<file path="config.mk">
export PLATFORM = sky130hd
export DESIGN_NAME = uart_rx_fifo
export DESIGN_NICKNAME = d
export VERILOG_FILES = /design/src/rtl/uart_rx_fifo.sv
export SDC_FILE = /design/constraint.sdc
export NUM_CORES = 1
export LEC_CHECK = 0
export ABC_CLOCK_PERIOD_IN_PS = 3600
export CORE_MARGIN = 3
export CORE_UTILIZATION = 61
export DETAILED_ROUTE_END_ITERATION = 8
export HOLD_SLACK_MARGIN = 0.15
export MAX_ROUTING_LAYER = met4
export PLACE_DENSITY = 0.79
export SYNTH_ARGS = -nofsm -noshare
export SYNTH_HDL_FRONTEND = slang
export SYNTH_SLANG_ARGS = --single-unit
</file>
<file path="constraint.sdc">
create_clock -name clk -period 3.6 [get_ports clk]
set_input_delay 0.36 -clock clk [delete_from_list [all_inputs] [get_ports clk]]
set_output_delay 0.36 -clock clk [all_outputs]
set_load 0.1 [all_outputs]
</file>
<file path="src/rtl/uart_rx_fifo.sv">
// 8N1 UART receiver feeding a show-ahead byte FIFO drained by rd_en.
// Sticky overrun on a full FIFO; a one-cycle frame_err pulse on a bad stop bit.
module uart_rx_fifo #(
  parameter int BAUD_DIV = 100,
  parameter int DEPTH    = 16,
  parameter int AW       = 4
) (
  input  logic          clk,
  input  logic          rst_n,
  input  logic          rx,
  input  logic          rd_en,
  input  logic          clr_err,
  output logic [7:0]    data_out,
  output logic          rx_done,
  output logic          fifo_empty,
  output logic          fifo_full,
  output logic [AW:0]   count,
  output logic          frame_err,
  output logic          overrun
);

  // state | meaning
  // IDLE  | line idle, waiting for rxs low
  // START | timing to mid start bit, rejects glitches
  // DATA  | sampling 8 data bits LSB first
  // STOP  | sampling stop bit, then write / drop byte

  localparam int CW = (BAUD_DIV > 1) ? $clog2(BAUD_DIV) : 1;
  localparam logic [CW-1:0] HALF_C = CW'(BAUD_DIV / 2 - 1);
  localparam logic [CW-1:0] LAST_C = CW'(BAUD_DIV - 1);

  typedef enum logic [1:0] {IDLE, START, DATA, STOP} state_t;

  state_t        state, state_nx;
  logic [CW-1:0] cnt, cnt_nx;
  logic [2:0]    bit_idx, bit_idx_nx;
  logic [7:0]    shift, shift_nx;
  logic          rx_meta, rxs;
  logic          wr_fire, ferr_fire, ovr_fire, rd_fire;
  logic [7:0]    mem [DEPTH];
  logic [AW-1:0] wr_ptr, rd_ptr;

  always_ff @(posedge clk or negedge rst_n) begin
    if (!rst_n) begin
      rx_meta <= 1'b1;
      rxs     <= 1'b1;
    end else begin
      rx_meta <= rx;
      rxs     <= rx_meta;
    end
  end

  always_ff @(posedge clk or negedge rst_n) begin
    if (!rst_n) begin
      state   <= IDLE;
      cnt     <= '0;
      bit_idx <= '0;
      shift   <= '0;
    end else begin
      state   <= state_nx;
      cnt     <= cnt_nx;
      bit_idx <= bit_idx_nx;
      shift   <= shift_nx;
    end
  end

  always_comb begin
    state_nx   = state;
    cnt_nx     = cnt + CW'(1);
    bit_idx_nx = bit_idx;
    shift_nx   = shift;
    wr_fire    = 1'b0;
    ferr_fire  = 1'b0;
    ovr_fire   = 1'b0;
    case (state)
      IDLE: begin
        cnt_nx = '0;
        if (!rxs) state_nx = START;
      end
      START: begin
        if (cnt == HALF_C) begin
          cnt_nx = '0;
          if (!rxs) begin
            state_nx   = DATA;
            bit_idx_nx = '0;
          end else begin
            state_nx = IDLE;
          end
        end
      end
      DATA: begin
        if (cnt == LAST_C) begin
          cnt_nx     = '0;
          shift_nx   = {rxs, shift[7:1]};
          bit_idx_nx = bit_idx + 3'd1;
          if (bit_idx == 3'd7) state_nx = STOP;
        end
      end
      STOP: begin
        if (cnt == LAST_C) begin
          // back to IDLE on the sample edge so a start half a bit later is caught
          cnt_nx   = '0;
          state_nx = IDLE;
          if (!rxs)                     ferr_fire = 1'b1;
          else if (!fifo_full || rd_en) wr_fire   = 1'b1;
          else                          ovr_fire  = 1'b1;
        end
      end
      default: state_nx = IDLE;
    endcase
  end

  // an empty FIFO ignores the pop, so a write into it always lands
  assign rd_fire = rd_en && !fifo_empty;

  always_ff @(posedge clk or negedge rst_n) begin
    if (!rst_n) begin
      wr_ptr <= '0;
      rd_ptr <= '0;
      count  <= '0;
    end else begin
      if (wr_fire) wr_ptr <= wr_ptr + AW'(1);
      if (rd_fire) rd_ptr <= rd_ptr + AW'(1);
      case ({wr_fire, rd_fire})
        2'b10:   count <= count + (AW+1)'(1);
        2'b01:   count <= count - (AW+1)'(1);
        default: count <= count;
      endcase
    end
  end

  always_ff @(posedge clk) begin
    if (wr_fire) mem[wr_ptr] <= shift;
  end

  always_ff @(posedge clk or negedge rst_n) begin
    if (!rst_n) begin
      rx_done   <= 1'b0;
      frame_err <= 1'b0;
      overrun   <= 1'b0;
    end else begin
      rx_done   <= wr_fire;
      frame_err <= ferr_fire;
      if (ovr_fire)     overrun <= 1'b1;
      else if (clr_err) overrun <= 1'b0;
    end
  end

  assign fifo_empty = (count == '0);
  assign fifo_full  = (count == (AW+1)'(DEPTH));
  // memory is not reset, so mask the head while empty
  assign data_out   = fifo_empty ? 8'h00 : mem[rd_ptr];

endmodule
</file>
==> results.md <==
* Area Overhead vs Synth at 12.7%
* Initial Utilization at 63.9%
* All-layer global routing usage at 23.0%
* PortBufs at 22
* Final Hold Viols at 0
* Synth Flop Type: edfxtp_1
* Final min period at 3250 ps
* Crit. End Element: register
* Core area at 11,100 µm²
* Slew Limit Fails at 0
* DRC errors left at 0
* Syn avg cell area at 17.9 µm²
* Hold Crit Class: input pin to register
* IO Pins at 23
* TritonCTS clock tree: yes
* Critical Path Source Type: register
* Place WS at 341 ps
* Clock Latency Late Sink at 420 ps
* Post-Synthesis Cells at 395
* Setup ws final at 349 ps
* Initial DRC Count at 295
* Pleak at about 3.2 nW
* H-tree depth at 4
* PwrDens at 691 nW/µm²
* Wire per inst at 22.7 µm
* Final std cells w/o fill at 574
* Tcrit/Tclk final at 90.3%
* Crit path arrival time at 3530 ps
* RSZ-0062 raised after global routing: no
* Synth area leader: edfxtp_1
* Peak VDD IR at 0.882 mV
* Placed cell area at between 7000 and 8000 µm²
* Area of the multi-input gates at about 2100 µm²
* CP required at approximately 3900 ps
* Worst Skew at 13.9 ps
* TNS Setup at 0 ps
* Die H at 114 µm
* Final Wtd Congestion at around 0.81
* Worst slew pin tran at 974 ps
* Max-cap violations at 0
* Vias in the first global route at 3,730
* Initial antenna violation count at 0
* Site row count at 38
* Final Util at 72.0%
* Seq cells post-synth at around 170
* Nets at 439
* Status: completed
* Root Driver: clkbuf_16
* Mapped Nets at 413
* CTS max path bufs at 2
* Final setup viols at 0
* Number of buffers created by CTS at 17
* Share of layout cells above drive strength 1 at 24.2%
* WHS at 351 ps
* Final ANT Viol Nets at 0
* Register area at 4800 µm²
* Design area at 7980 µm²
* Die ar. at 12,900 µm²
* Inst Count DP at between 500 and 600
* Antenna cell count at 0
* Via count at 3,586
* Total routed wirelength at 13,000 µm
* Largest net degree at the start of global routing at 39
* Chip Width at 114 µm
* Clk slew on worst S/H paths at 60 ps
* Post-synth EDFFs at 128
* Crit path max fanout at 12
* Setup CP Type: register to register
* Post-Syn Area at 7080 µm²
* First-pass GRT wire length at 21,000 µm
* Dpl hpwl at 8060 µm
* Max Clk Rate at between 300 and 400 MHz
* Synth unique cells at 56
* Dominant cells by area after synthesis: edfxtp_1 54%, dfrtp_1 13%, mux4_2 8.6%
* CTS sink cnt at 166
* Vias/cell at approximately 6.2
* Sequential fraction of the synthesis area at 67.8%
* Relative slew slack at 34.8%
* Yosys warns at 0
* Yosys top cell area share at 54.3%
* Total chip power at 5.51 mW
* Fillers at 669
* GRT overflow at 0
* First-pass DRT Iterations at 5
* Synth async-reset ratio at 22.9%
[critical path, stage by stage, from the launching register on]
cell	delay, ps
dfrtp_1	390
ha_1	290
nand4b_4	170
nor4_4	370
and2_1	200
inv_1	60
ha_1	350
ha_1	430
o211ai_1	120
nor4b_1	180
a2111oi_0	420
o211ai_1	140
[registers in the layout, indices dropped and copies added, names as in the netlist, 3 cells and up, named ones only]
register	count
mem	128
bit_idx	3
cnt	7
rd_ptr	4
shift	8
wr_ptr	4
count	5
[worst paths after layout]
kind                       slack [ps]    endpoint     from  cells past startpoint
hold / removal                    350     rx_meta       rx                      1
hold reg to reg                   360         rxs  rx_meta                      0
setup / recovery                  350    count[4]   cnt[0]                     11
setup reg to reg                  350    count[4]   cnt[0]                     11
min in group asynchronous         580  bit_idx[1]    rst_n                      2
max in group asynchronous        2470   rd_ptr[2]    rst_n                      2
[routing by layer]
metal,part of all wire (%),global-route usage (%),vias up
met5,0,-,-
li1,-,-,1613
met4,1.4,9.13,0
met1,43,31.0,1845
met2,51,35.2,113
met3,5.2,4.67,15
[where the power goes]
part           internal, mW  switching, mW  total [mW]
Clock                 0.975          0.694        1.67
Combinational         0.568           1.01        1.57
Sequential             2.10          0.176        2.27
Total                  3.64           1.88        5.51
[layout by cell type (no fill, tap or decap), types with 2 or more instances in the layout]
cell / instances
nand2_1: 9
mux2i_1: 8
ha_1: 13
nor4_4: 3
and3_1: 8
clkinvlp_4: 2
clkdlybuf4s50_1: 11
buf_12: 9
and2_1: 3
a21oi_1: 3
nor2_1: 14
clkbuf_16: 18
mux4_1: 5
nand4_1: 4
and3_2: 5
o211ai_1: 3
xor2_1: 4
and4_2: 3
a21bo_2: 2
nand3_1: 6
clkbuf_8: 3
clkbuf_1: 4
o21ai_0: 3
nor4b_1: 3
mux2_2: 11
mux4_2: 27
buf_4: 8
edfxtp_1: 128
nor2b_1: 12
dfstp_2: 2
inv_1: 9
a211oi_1: 16
dfrtp_1: 36
xnor2_1: 11
clkinv_2: 4
nor3_1: 2
[cell usage after synthesis, types with 4 or more instances]
cell and number:
a211oi_1 16, and3_2 5, nand4_1 4, and3_1 8, mux4_1 5, nand2_1 9, xor2_1 4, inv_1 9
buf_4 8, mux2i_1 8, nor2b_1 12, nor2_1 14, mux2_2 11, edfxtp_1 128, buf_2 4, xnor2_1 11
mux4_2 27, dfrtp_1 36, nand3_1 6, ha_1 13
[area by class of cell]
cell class              instances  area share, %
inverters                      10          0.470
repair buffers                 30           4.58
well taps                     140           2.19
clock inverters                 7          0.549
multi-input cells             196           25.8
flip-flops and latches        166           60.1
clock buffers                  25           6.35
[cell families after synthesis]
logic type	Yosys count	share of synthesized area (%)
XOR/XNOR	15	1.86
AO/OA/AOI/OAI	37	3.89
AND/OR/NAND/NOR	79	7.46
flip-flops	166	67.8
multiplexers	52	13.5
adder cells (fa/ha/maj)	13	2.30
buffers and inverters	33	3.20
[repair_timing]
item                      CTS  global route
gates resized for setup     0             0
hold buffers                1             0
buffers inserted            0             0
hold endpoints to repair   36             0
Note: power is estimated with default switching activity, not from simulation.
